===== src/rtl/bias_bank_pingpong.sv =====
// Double-buffered bias bank: a layer of biases streams into the shadow bank while the
// active bank drives one output-channel group per cycle onto a wide registered q word.
module bias_bank_pingpong #(
    parameter int N_adder_tree = 16,
    parameter int DATA_W       = 18,
    parameter int N_GROUPS     = 4,
    parameter int GRP_W        = (N_GROUPS > 1) ? $clog2(N_GROUPS) : 1
) (
    input  logic                             clk,
    input  logic                             rst,
    input  logic                             in_valid,
    output logic                             in_ready,
    input  logic [DATA_W-1:0]                in_data,
    input  logic                             swap,
    input  logic                             next_grp,
    output logic                             shadow_full,
    output logic                             active_valid,
    output logic [GRP_W-1:0]                 grp_idx,
    output logic [N_adder_tree*DATA_W-1:0]   q,
    output logic                             q_valid
);

    localparam int DEPTH = N_adder_tree * N_GROUPS;
    localparam int PTR_W = (DEPTH > 1) ? $clog2(DEPTH) : 1;

    logic [DATA_W-1:0]              bank0 [0:DEPTH-1];
    logic [DATA_W-1:0]              bank1 [0:DEPTH-1];
    logic                           bankSel;
    logic [PTR_W-1:0]               wrPtr;
    logic [PTR_W-1:0]               grpBase;
    logic [N_adder_tree*DATA_W-1:0] qNext;
    logic                           accept;
    logic                           lastWord;
    logic                           swapTake;

    assign in_ready = !shadow_full;
    assign accept   = in_valid && in_ready;
    assign lastWord = (wrPtr == PTR_W'(DEPTH - 1));
    assign swapTake = swap && shadow_full;

    // Loads always target the bank that is not currently selected for output.
    always_ff @(posedge clk) begin
        if (accept) begin
            if (bankSel)
                bank0[wrPtr] <= in_data;
            else
                bank1[wrPtr] <= in_data;
        end
    end

    // Gather the lanes of the current group from the active bank, zeroed until a layer is live.
    always_comb begin
        qNext   = '0;
        grpBase = PTR_W'(grp_idx) * PTR_W'(N_adder_tree);
        if (active_valid) begin
            for (int i = 0; i < N_adder_tree; i++) begin
                qNext[i*DATA_W +: DATA_W] = bankSel ? bank1[grpBase + PTR_W'(i)]
                                                    : bank0[grpBase + PTR_W'(i)];
            end
        end
    end

    always_ff @(posedge clk) begin
        if (rst) begin
            bankSel      <= 1'b0;
            wrPtr        <= '0;
            shadow_full  <= 1'b0;
            active_valid <= 1'b0;
            grp_idx      <= '0;
            q            <= '0;
            q_valid      <= 1'b0;
        end else begin
            if (accept) begin
                if (lastWord) begin
                    wrPtr       <= '0;
                    shadow_full <= 1'b1;
                end else begin
                    wrPtr <= wrPtr + 1'b1;
                end
            end

            // An accepted swap restarts at group 0 and overrides a simultaneous group advance.
            if (swapTake) begin
                bankSel      <= !bankSel;
                shadow_full  <= 1'b0;
                active_valid <= 1'b1;
                grp_idx      <= '0;
            end else if (next_grp && active_valid) begin
                if (grp_idx == GRP_W'(N_GROUPS - 1))
                    grp_idx <= '0;
                else
                    grp_idx <= grp_idx + 1'b1;
            end

            q       <= qNext;
            q_valid <= active_valid;
        end
    end

endmodule


===== config.mk =====
export PLATFORM = sky130hd
export DESIGN_NAME = bias_bank_pingpong
export DESIGN_NICKNAME = d
export VERILOG_FILES = /design/src/rtl/bias_bank_pingpong.sv
export SDC_FILE = /design/constraint.sdc
export NUM_CORES = 2
export LEC_CHECK = 0
export ABC_AREA = 1
export CELL_PAD_IN_SITES_DETAIL_PLACEMENT = 1
export CELL_PAD_IN_SITES_GLOBAL_PLACEMENT = 2
export CORE_UTILIZATION = 46
export CTS_BUF_LIST = sky130_fd_sc_hd__clkbuf_2 sky130_fd_sc_hd__clkbuf_4 sky130_fd_sc_hd__clkbuf_8
export DETAILED_ROUTE_END_ITERATION = 16
export PLACE_DENSITY_LB_ADDON = 0.1
export SLEW_MARGIN = 5
export SYNTH_ARGS = -nofsm -noshare
export SYNTH_HDL_FRONTEND = slang
export SYNTH_SLANG_ARGS = --single-unit

===== constraint.sdc =====
create_clock -name clk -period 7.7 [get_ports clk]
set_input_delay 1.54 -clock clk [delete_from_list [all_inputs] [get_ports clk]]
set_output_delay 1.54 -clock clk [all_outputs]
set_load 0.03 [all_outputs]

Word level (Yosys, flattened, before mapping)
Memories as Yosys holds them, arrays and structs flattened. A register that Yosys moved wholly into a read port is not among the register bits.
Cells that the tools add are included.

cells by class
  bitwise operators = 1
  reduce and logical (&&, ||, !) cells = 8
  equality and inequality tests = 2
  add/subtract/negate cells = 17
  mux-type cells = 28

operators by type and width
  kind                   number
  $mux W18               16
  $add A6 B4 Y6 const B  8
  $mux W6                5
  $add A6 B3 Y6 const B  4
  $add A6 B1 Y6 const B  2
  $add A6 B2 Y6 const B  2
  $eq A6 B6 Y1 const B   1
  $mux W1                6
  $reduce_or A2 Y1       2
  $logic_and A1 B1 Y1    3
  $add A2 B1 Y2 const B  1
  $eq A2 B2 Y1 const B   1
  $logic_not A1 Y1       2
  $mux W2                1
  $reduce_and A2 Y1      1
  $not A1 Y1             1

word-level totals
  output and inout port bits = 294
  memory bits (writable) = 2304
  memories = 2
  input port bits = 23
  flip-flop bits (word level) = 300
  logic and storage cells = 65

memories
  memory  depth  bits a word  read ports  clocked after Yosys merged registers in  write ports  RTL line  source
  bank0   64     18           16          1                                        1            26        logic [DATA_W-1:0] bank0 [0:DEPTH-1];
  bank1   64     18           16          1                                        1            27        logic [DATA_W-1:0] bank1 [0:DEPTH-1];

Depth between registers and ports, before layout
  word-level depth = 4
  depth in mapped cells = 9

Least setup slack after synthesis
OpenSTA, ideal clock, no wires.

  path kind = input port to flip-flop
  start point = in in_valid
  end point = mem bank0[15][0] (enable)
  required time = 7284 ps
  buffers on the path = 0
  stages = 4
  setup slack = 4084 ps
  arrival time = 3201 ps
  library setup time = 416 ps
  cell sequence = nand2_1 > inv_1 > nand2_1 > nor3_1

between the ends
  longest elaborated chain between the ends = 3

ends and longest elaborated chain
  item                           RTL line  source
  start: declaration             11        input logic in_valid,
  $logic_and A1 B1 Y1            37        assign accept = in_valid && in_ready;
  $mux W1                        43        if (accept) begin
  $mux W1 (not written as such)  45        bank0[wrPtr] <= in_data;
  end: declaration               26

No other way between the ends.

Worst setup path in the final report
  start point = reg grp_idx[1]
  end point = out grp_idx[1]

RTL lines
  item                      RTL line  source
  start: declaration        18        output logic [GRP_W-1:0] grp_idx,
  start signal: assignment  92        grp_idx <= grp_idx + 1'b1;

No word-level cell between the ends.

==> results.toml <==
[outcome]
outcome = "complete, no violations"

[cts]
clkTransAtPathRegs_ps = 60
htree_levels = 5
cts_made_buffers = 446
clk_latency_ps = 1100
hold_buffers = 0
clockBufferDepth = 4
cts_resized = 0
cts_tree = "built"
cts.sinks = 2606
ctsRootBufferMaster = "clkbuf_8"
cts_setup_buffers = 0

[detailed_routing]
ant_nets = 0
first_pass_iters = 5
vias = 69400
wl_per_cell_um = 22.8
drt_iter0_drc = 4947
wirelength_um = 308000
viasPerCell = 5.14
drc = 0

[grt]
grt_use_total_pct = 26.9
grt_pass1_vias = 72300
grt_pass1_wl_um = 459000
grt_max_degree = 212
overflow = 0
antenna_found_initial = 15

[synthesis]
synth_cells = 9702
synth_top_family_by_area = "simple AND/OR/NAND/NOR gates"
yosysTopAreaCell = "edfxtp_1"
synth_ff_type = "edfxtp_1"
synth-simple-area-share_pct = 19.7
synthMuxAreaShare_pct = 0
synthXorXnorAreaFrac_pct = 0
synth_compound_area_share_pct = 1.46
synth.cell_area_mm2 = 0.104
synth_common_cells = "nand2_1 (3,537), edfxtp_1 (2,304), inv_1 (1,168), nand3_1 (870), nor2_1 (707)"
synth-seq-area-share_pct = 72.5
synthTopCellsByArea = "edfxtp_1 (67%), nand2_1 (13%), dfxtp_1 (5.8%)"
synthAdderAreaFrac_pct = 0.0241
yosysWarnings = 0
synth_most_common_cell = "nand2_1"
synth_fp_nets = 9727
synth_top_area_share_pct = 66.6
async_reset_ff_share_pct = 0
avgSynthCellArea_um2 = 10.7
synth_edf_count = 2304
ys_types = 19
ys_ff_latch = 2606

[floorplan]
core_area_mm2 = 0.224
placementRows = 174
pin_count = 317
die-area_mm2 = 0.228
dieWidth_um = 477
die_y_um = 477
start_util_pct = 46.3

[timing]
slew_headroom_pct = 4.30
finalWorstSetupSlack_ps = 3500
fin_skew_ps = 42.4
drv_slew = 0
min_period_over_period_pct = 54.5
setup_viol = 0
rsz0062_at_grt = "no"
worst_slew_pin_slew_ps = 1440
timing_hold_violations_final = 0
clock.fmax_mhz = 238
period_minus_slack_ps = 4200
setup_tns_ps = 0

[layout]
nets = 10100
area_growth_pct = 14.7
multi_input_area_mm2 = 0.0222
ff_latch_area_mm2 = 0.0752
design_area_mm2 = 0.119
drive_gt1_share_pct = 9.55
fill_cells = 24100

[setup_path]
r2r_cells = 5
path_cells = "clkdlybuf4s50_1"
max_stage_delay_ps = 790
cp.required_ps = 6160
crit_family = "buffers and inverters"
r2r-end = "bank1[18][5]"
startpoint_type = "flop"
crit_fanout = 46
crit_arrival_ps = 2660
path_buf_inv = 1
r2r-start = "bankSel"
crit_path_end_kind = "output port"
reg2reg_slack_ps = 3820
setup.worst_path.class = "reg2out"
slowest_stage = "clkdlybuf4s50_1"

[pwr]
power_w = 0.0285
power_density_mw_per_mm2 = 239
leakage_nw = 47.7
vdd_ir_drop_max_v = 0.000190

[placement]
place_congestion = 0.776
pre_cts_ws_ps = 2670
io_buffers = 316
hpwl_um = 171000
place_area_mm2 = 0.110

[hold_path]
whs_path_depth = 2
hold_class = "reg2reg"
min_from = "shadow_full"
holdPathEnd = "active_valid"

[flow_run]
max-cap-violations = 0
## worst max path at each step
stage | startpoint | end | slack, ps | cells after the start
3_5_place_dp | in_valid | bank0[26][17] | 2670 | 6
5_1_grt | grp_idx[1] | grp_idx[1] | 3380 | 1
6_report | grp_idx[1] | grp_idx[1] | 3500 | 1
4_1_cts | grp_idx[1] | grp_idx[1] | 3430 | 1
2_1_floorplan | in_valid | bank0[15][0] | 4080 | 4
3_3_place_gp | in_valid | bank1[18][0] | 2730 | 7
## layer usage
layer	vias up	GRT usage (%)	share of wire [%]
met2	1674	45.2	49
met1	35000	36.3	44
met3	534	3.15	4.2
met4	0	9.06	3.1
li1	32300	-	-
met5	-	0	0
## stage by stage
| stage | utilization (%) | cells | hold slack (ps) |
|---|---|---|---|
| finish | 53.1 | 13500 | 638 |
| global route | 53.1 | 13500 | 663 |
| CTS | 53.0 | 13500 | 645 |
| detailed placement | 49.0 | 12700 | 634 |
| global placement | 49.0 | 12700 | 611 |
| floorplan | - | 9702 | 593 |
## cells by family (layout without fill, tap and decap cells)
logic type	count (synthesis)	after routing
adders and majority gates	2	2
and+or+nand+nor	5130	5130
other	0	19
buffers and inverters	1662	2446
AOI/OAI and AO/OA	302	302
DFF	2606	2606
## report_power, final
| group | leakage (nW) | internal, W | switching (W) | total [W] |
|---|---|---|---|---|
| Clock | 4.85 | 0.00708 | 0.00561 | 0.0127 |
| Sequential | 23.1 | 0.0154 | 0.00000624 | 0.0154 |
| Combinational | 19.7 | 0.0000354 | 0.000378 | 0.000414 |
## flip-flops by register name, summed over array words and instances, names as in the netlist, named ones only
name	flops
wrPtr	6
shadow_full	1
bank1	1152
bankSel	1
q	288
grp_idx	2
active_valid	1
q_valid	1
bank0	1152
## cell type report
cell class	count	share of cell area, %
inverter	1174	3.72
sequential	2606	63.2
clock inverter	129	0.636
tap	2992	3.14
antenna	19	0.0399
multi-input combinational	5434	18.6
clock buffer	686	6.98
timing repair buffer	457	3.68
## placed cells by master, fill, tap and decap left out, types with 130 or more instances in the layout
| cell type | count |
|---|---|
| clkbuf_8 | 506 |
| clkdlybuf4s50_1 | 298 |
| inv_1 | 1167 |
| nor2_1 | 637 |
| edfxtp_1 | 2304 |
| dfxtp_1 | 297 |
| nand2_1 | 3535 |
| buf_4 | 130 |
| clkbuf_4 | 180 |
| a21oi_1 | 294 |
| nand3_1 | 870 |
Power figures use the tool's default switching activity.
